<file path="config.mk">
export PLATFORM = sky130hd
export DESIGN_NAME = tally_1d_counter_flat
export DESIGN_NICKNAME = d
export VERILOG_FILES = /design/src/rtl/tally_1d_counter_if.sv /design/src/rtl/tally_1d_counter.sv /design/src/flat_wrapper.sv
export SDC_FILE = /design/constraint.sdc
export NUM_CORES = 1
export LEC_CHECK = 0
export ABC_CLOCK_PERIOD_IN_PS = 4100
export CAP_MARGIN = 10
export CELL_PAD_IN_SITES_DETAIL_PLACEMENT = 0
export CELL_PAD_IN_SITES_GLOBAL_PLACEMENT = 2
export CORE_MARGIN = 2
export CORE_UTILIZATION = 23
export DETAILED_ROUTE_END_ITERATION = 10
export PLACE_DENSITY = 0.71
export SYNTH_ARGS = -nofsm -noshare
export SYNTH_HDL_FRONTEND = slang
export SYNTH_SLANG_ARGS = --single-unit
export TNS_END_PERCENT = 1
</file>
<file path="constraint.sdc">
create_clock -name clk -period 4.1 [get_ports clk]
set_input_delay 0.82 -clock clk [delete_from_list [all_inputs] [get_ports clk]]
set_output_delay 0.82 -clock clk [all_outputs]
set_load 0.02 [all_outputs]
</file>
<file path="src/rtl/tally_1d_counter_if.sv">
// rtl/tally_1d_counter_if.sv - vector-in / tally-out bundle for tally_1d_counter
interface tally_1d_counter_if #(
  parameter int WIDTH = 12
);
  localparam int CNT_W = $clog2(WIDTH + 1);

  logic [WIDTH-1:0] vector;
  logic             in_valid;
  logic [CNT_W-1:0] count;
  logic             out_valid;
  logic             zero;
  logic             all_ones;

  modport master (
    output vector,
    output in_valid,
    input  count,
    input  out_valid,
    input  zero,
    input  all_ones
  );

  modport slave (
    input  vector,
    input  in_valid,
    output count,
    output out_valid,
    output zero,
    output all_ones
  );
endinterface

</file>
<file path="src/rtl/tally_1d_counter.sv">
// rtl/tally_1d_counter.sv - registered popcount of a packed vector with zero/all-ones flags
module tally_1d_counter #(
  parameter int WIDTH = 12
) (
  input  logic          clk,
  input  logic          rst_n,
  tally_1d_counter_if.slave bus
);
  localparam int CNT_W  = $clog2(WIDTH + 1);
  localparam int LEAVES = 1 << $clog2(WIDTH);

  logic [LEAVES-1:0] vec_pad;
  logic [CNT_W-1:0]  node [1:2*LEAVES-1];
  logic [CNT_W-1:0]  tally;

  logic [CNT_W-1:0]  count_q, count_d;
  logic              out_valid_q, out_valid_d;
  logic              zero_q, zero_d;
  logic              all_ones_q, all_ones_d;

  assign vec_pad = LEAVES'(bus.vector);

  // Heap-indexed binary adder tree: leaves at [LEAVES..2*LEAVES-1], root at [1].
  always_comb begin
    for (int i = 0; i < LEAVES; i++) begin
      node[LEAVES+i] = CNT_W'(vec_pad[i]);
    end
    for (int k = LEAVES - 1; k >= 1; k--) begin
      node[k] = node[2*k] + node[2*k+1];
    end
    tally = node[1];
  end

  // Idle cycles keep the last result so VECTOR is never looked at without IN_VALID.
  always_comb begin
    count_d     = count_q;
    zero_d      = zero_q;
    all_ones_d  = all_ones_q;
    out_valid_d = 1'b0;
    if (bus.in_valid) begin
      count_d     = tally;
      zero_d      = (tally == '0);
      all_ones_d  = (tally == CNT_W'(WIDTH));
      out_valid_d = 1'b1;
    end
  end

  always_ff @(posedge clk) begin
    if (!rst_n) begin
      count_q     <= '0;
      out_valid_q <= 1'b0;
      zero_q      <= 1'b0;
      all_ones_q  <= 1'b0;
    end else begin
      count_q     <= count_d;
      out_valid_q <= out_valid_d;
      zero_q      <= zero_d;
      all_ones_q  <= all_ones_d;
    end
  end

  assign bus.count     = count_q;
  assign bus.out_valid = out_valid_q;
  assign bus.zero      = zero_q;
  assign bus.all_ones  = all_ones_q;
endmodule

</file>
<file path="src/flat_wrapper.sv">
// flat-port wrapper written by rule: the top's interface ports become plain ports
module tally_1d_counter_flat 
#(
  parameter int WIDTH = 12
)
  (clk, rst_n, bus_vector, bus_in_valid, bus_count, bus_out_valid, bus_zero, bus_all_ones);
  tally_1d_counter_if #(.WIDTH(WIDTH)) bus_i ();
  input  logic clk;
  input  logic rst_n;
  input wire logic [$bits(bus_i.vector)-1:0] bus_vector;
  input wire logic [$bits(bus_i.in_valid)-1:0] bus_in_valid;
  output wire logic [$bits(bus_i.count)-1:0] bus_count;
  output wire logic [$bits(bus_i.out_valid)-1:0] bus_out_valid;
  output wire logic [$bits(bus_i.zero)-1:0] bus_zero;
  output wire logic [$bits(bus_i.all_ones)-1:0] bus_all_ones;
  assign bus_i.vector = bus_vector;
  assign bus_i.in_valid = bus_in_valid;
  assign bus_count = bus_i.count;
  assign bus_out_valid = bus_i.out_valid;
  assign bus_zero = bus_i.zero;
  assign bus_all_ones = bus_i.all_ones;
  tally_1d_counter #(.WIDTH(WIDTH)) u_core (.clk(clk), .rst_n(rst_n), .bus(bus_i));
endmodule
</file>
-- Word level (Yosys, flattened, before mapping)
Cells that the tools add are included.
- shifts and indexed selects: 0
- bitwise logic cells: 0
- add/subtract/negate cells: 11
- multiplexer cells: 1
- equality and inequality tests: 1
- multipliers: 0
- divide/modulo/power cells: 0
- magnitude comparators: 0
- reductions and logical operators: 1
- operators by type and width (cell ; count):
    adder 4 bit ; 5
    adder 1 x 1 -> 2 bit ; 6
    equality test 4 bit (second input constant) ; 1
    zero test 4 bit ; 1
    two-way mux 1 bit ; 1
- memories: 0
- bits in latches: 0
- output and inout bits: 7
- register bits after elaboration: 7
- RAM bits: 0
- word-level logic and storage cells: 18
- bits of input ports: 15
- bits in read-only memories: 0

-- Depth between registers and ports, before layout
- depth after elaboration: 5
- mapped depth: 12
- depth with buffers taken out: 12

-- Least setup slack after synthesis
Ideal clock, no wire load.
- path type: input to register
- from: in bus_vector[10]
- to: reg u_core.zero_q, in the netlist u_core.bus.zero
- data required time: 3.980 ns
- slack: 0.105 ns
- arrival time: 3.876 ns
- stages: 12
- buffers on the path: 0
- setup time: 0.120 ns
- cell sequence: ha_1 inv_1 fa_1 fa_1 fa_1 inv_1 ha_1 inv_1 fa_1 xnor2_1 a2111oi_2 a211o_1
- longest elaborated chain between the ends: 4
- RTL lines (element ; line ; RTL):
    start: declaration ; flat_wrapper.sv:10 ; input wire logic [$bits(bus_i.vector)-1:0] bus_vector;
    adder 1 x 1 -> 2 bit ; tally_1d_counter.sv:29 ; node[k] = node[2*k] + node[2*k+1];
    adder 4 bit (2 in a row) ; tally_1d_counter.sv:29 ;
    zero test 4 bit ; tally_1d_counter.sv:42 ; zero_d = (tally == '0);
    end signal: assignment ; tally_1d_counter.sv:57 ; zero_q <= zero_d;
    end: declaration ; tally_1d_counter.sv:18 ; logic zero_q, zero_d;
Every way passes these cells.
A chain may end at the register's enable or synchronous reset.

-- Final worst setup path
- from: in bus_vector[9]
- to: reg u_core.zero_q, in the netlist u_core.bus.zero
Same word-level chain as after synthesis.

==> flow_summary.yaml <==
sta:
  holdWs_ns: 0.480
  fmax_mhz: 254
  min_period_ns: 3.94
  finalHoldViolations: 0
  fin_skew_ns: 0
  worstMarginPinSlew_ns: 0.430
  setup_viol: 0
  slew_headroom_pct: 71.0
  period_share_pct: 96.2
  rsz0062_at_grt: "false"
  finalMaxSlewViolations: 0
  layout_setup_ws_ns: 0.156
cells_and_area:
  nets: 132
  design_area_um2: 1030
  post-route-util_pct: 37.8
  diodes: 0
  num-fill-cells: 276
  area_growth_pct: 56.9
  layout-drive-gt1-share_pct: 28.3
clock_network:
  clock-sinks: 7
  cts_max_path_buffers: 2
  cts_tree: "built"
  cts_buffers: 3
  clock_latency_ns: 0.25
  clk_pin_slew_ns: 0.05
  root_buffer: "clkbuf_4"
  ctsHoldBuffers: 0
  htreeDepth: 1
logic_synthesis:
  synth_adder_area_share_pct: 40.2
  synthArstFlopShare_pct: 0
  synth_top_family_by_area: "adder cells"
  synth-compound-area-share_pct: 12.0
  yosys-top-cells-area: "dfxtp_1, fa_1, ha_1"
  ys_seq_area_share_pct: 21.3
  synth_common_cells: "inv_1, ha_1, dfxtp_1, fa_1"
  yosysMostFrequentCell: "inv_1"
  synth_cell_type_count: 23
  ys_warn_count: 0
  synth_ff_type: "dfxtp_1"
  synth_edf_count: 0
  ys_ff_latch: 7
  synthSimpleGateAreaFrac_pct: 9.87
  synth_area_leader_cell: "dfxtp_1"
  syn_inst: 68
  yosysTopAreaCellShare_pct: 21.3
  muxShareOfSynthArea_pct: 3.04
  syn-num-nets: 100
  synth-xor-area-share_pct: 2.66
  avgSynthCellArea_um2: 9.70
  synth.cell_area_um2: 659
pwr:
  powerDensity_nw_per_um2: 520
  p_leak_nw: 0.479
  ir_worst_vdd_mv: 0.281
critical_path:
  slowest_stage: "fa_1"
  start_kind: "primary input"
  slowest_delay_ns: 0.57
  required_ns: 4.29
  critPathBufInv: 5
  crit_arrival_ns: 4.14
  cp_max_fo: 2
  cpMostUsedCell: "fa_1"
  crit_chain: "clkbuf_2 -> ha_4 -> inv_2 -> fa_1 -> fa_1 -> fa_1 -> inv_2 -> ha_4 -> inv_2 -> fa_1 -> nand4b_1 -> buf_4 -> nor4_2 -> a211o_1"
  end_kind: "flop"
  crit_type: "primary input to flop"
  cpLargestDelayFamily: "adder cells"
die:
  die_y_um: 57.5
  pin_count: 22
  rows: 19
  die_w_um: 57.5
  start_util_pct: 24.1
  die-area_um2: 3310
  core_area_um2: 2730
global_route:
  track_usage_pct: 8.20
  grt_max_degree: 9
  antenna_found_initial: 0
  grt_pass1_wl_um: 2170
  first_global_vias: 567
  overflow: 0
routing:
  via_count: 559
  postRouteAntennaNets: 0
  post-route-drc-count: 0
  drt_iter0_drc: 8
  drt_pass1_iterations: 4
  wl_um: 1300
  post_drt_wl_per_cell_um: 10.0
  avgViaCountPerCell: 4.30
min_path:
  holdCritPathClass: "flop to flop"
place:
  post-place-ws_ns: -0.466
  postPlaceCellArea_um2: 933
  dp_hpwl_um: 999
  place.gp.congestion: 0.740
  io_buffer_count: 21
outcome:
  status: "finished clean"
flow_run:
  cap_viol_max_count: 0
[power breakdown]
part           internal (W)  switching [W]
combinational      0.000193       0.000189
clock             0.0000372      0.0000265
sequential        0.0000847     0.00000775
total              0.000315       0.000223
[layout make-up]
cell class | instances | area [um2] | area share (%)
clock buffers | 4 | 26.3 | 2.54
inverters | 18 | 67.6 | 6.53
multi-input cells | 42 | 529 | 51.1
flip-flops and latches | 7 | 140 | 13.5
well taps | 31 | 38.8 | 3.75
repair buffers | 28 | 233 | 22.5
[final timing paths]
| check | slack [ns] | cells after the start | to | from |
|---|---|---|---|---|
| worst max-delay path | 0.16 | 14 | u_core.bus.zero | bus_vector[9] |
| worst min-delay path | 0.48 | 1 | u_core.bus.zero | u_core.bus.zero |
| worst max register to register | 3.43 | 1 | u_core.bus.zero | u_core.bus.zero |
| worst min register to register | 0.48 | 1 | u_core.bus.zero | u_core.bus.zero |
[kinds of logic after synthesis]
family,count (synthesis)
buffers and inverters,19
and+or+nand+nor,11
AOI/OAI and AO/OA,10
DFF,7
muxes,2
adders and majority gates,17
xor gates and xnor gates,2
[layer usage]
metal	track usage [%]	vias up	part of all wire (%)
met5	0	-	0
met4	0.997	0	0
met3	3.85	0	5.4
met2	13.6	10	50
met1	9.94	265	44
li1	-	284	-
[metrics by stage]
step | power, W | std cells | setup TNS, ns
after floorplan | 0.000290 | 68 | 0
after global placement | 0.000409 | 123 | -1.29
after detailed placement | 0.000411 | 123 | -1.35
after CTS | 0.000504 | 129 | 0
after global routing | 0.000585 | 130 | 0
final | 0.000538 | 130 | 0
[flip-flops by register name, summed over array words and instances, names as in the netlist]
name                  cells
u_core.bus.count          4
u_core.bus.all_ones       1
u_core.bus.out_valid      1
u_core.bus.zero           1
[layout by cell type, fill, tap and decap left out]
cell	n
nand3b_1	1
nor2_1	1
xor2_1	1
or2_1	1
xnor2_2	1
clkbuf_1	1
clkbuf_4	3
nand4b_1	1
mux2i_1	2
and2_1	1
o21ai_0	3
a211o_1	2
a21oi_1	1
ha_4	3
fa_1	7
o41ai_4	1
nand2_1	2
buf_4	7
a211oi_1	1
nor2b_1	3
clkdlybuf4s50_1	15
ha_1	7
inv_2	5
clkbuf_2	6
a2111oi_4	1
o211a_1	1
nor4_2	1
dfxtp_1	7
inv_1	13
[repair_timing]
action / in CTS / in global routing
endpoints found under the setup margin: 3 / 2
gates resized for setup: 13 / 19
pin swaps: 11 / 12
endpoints found under the hold margin: 0 / 0
setup buffers: 2 / 1
No activity file was read; power rests on OpenSTA's default activity.
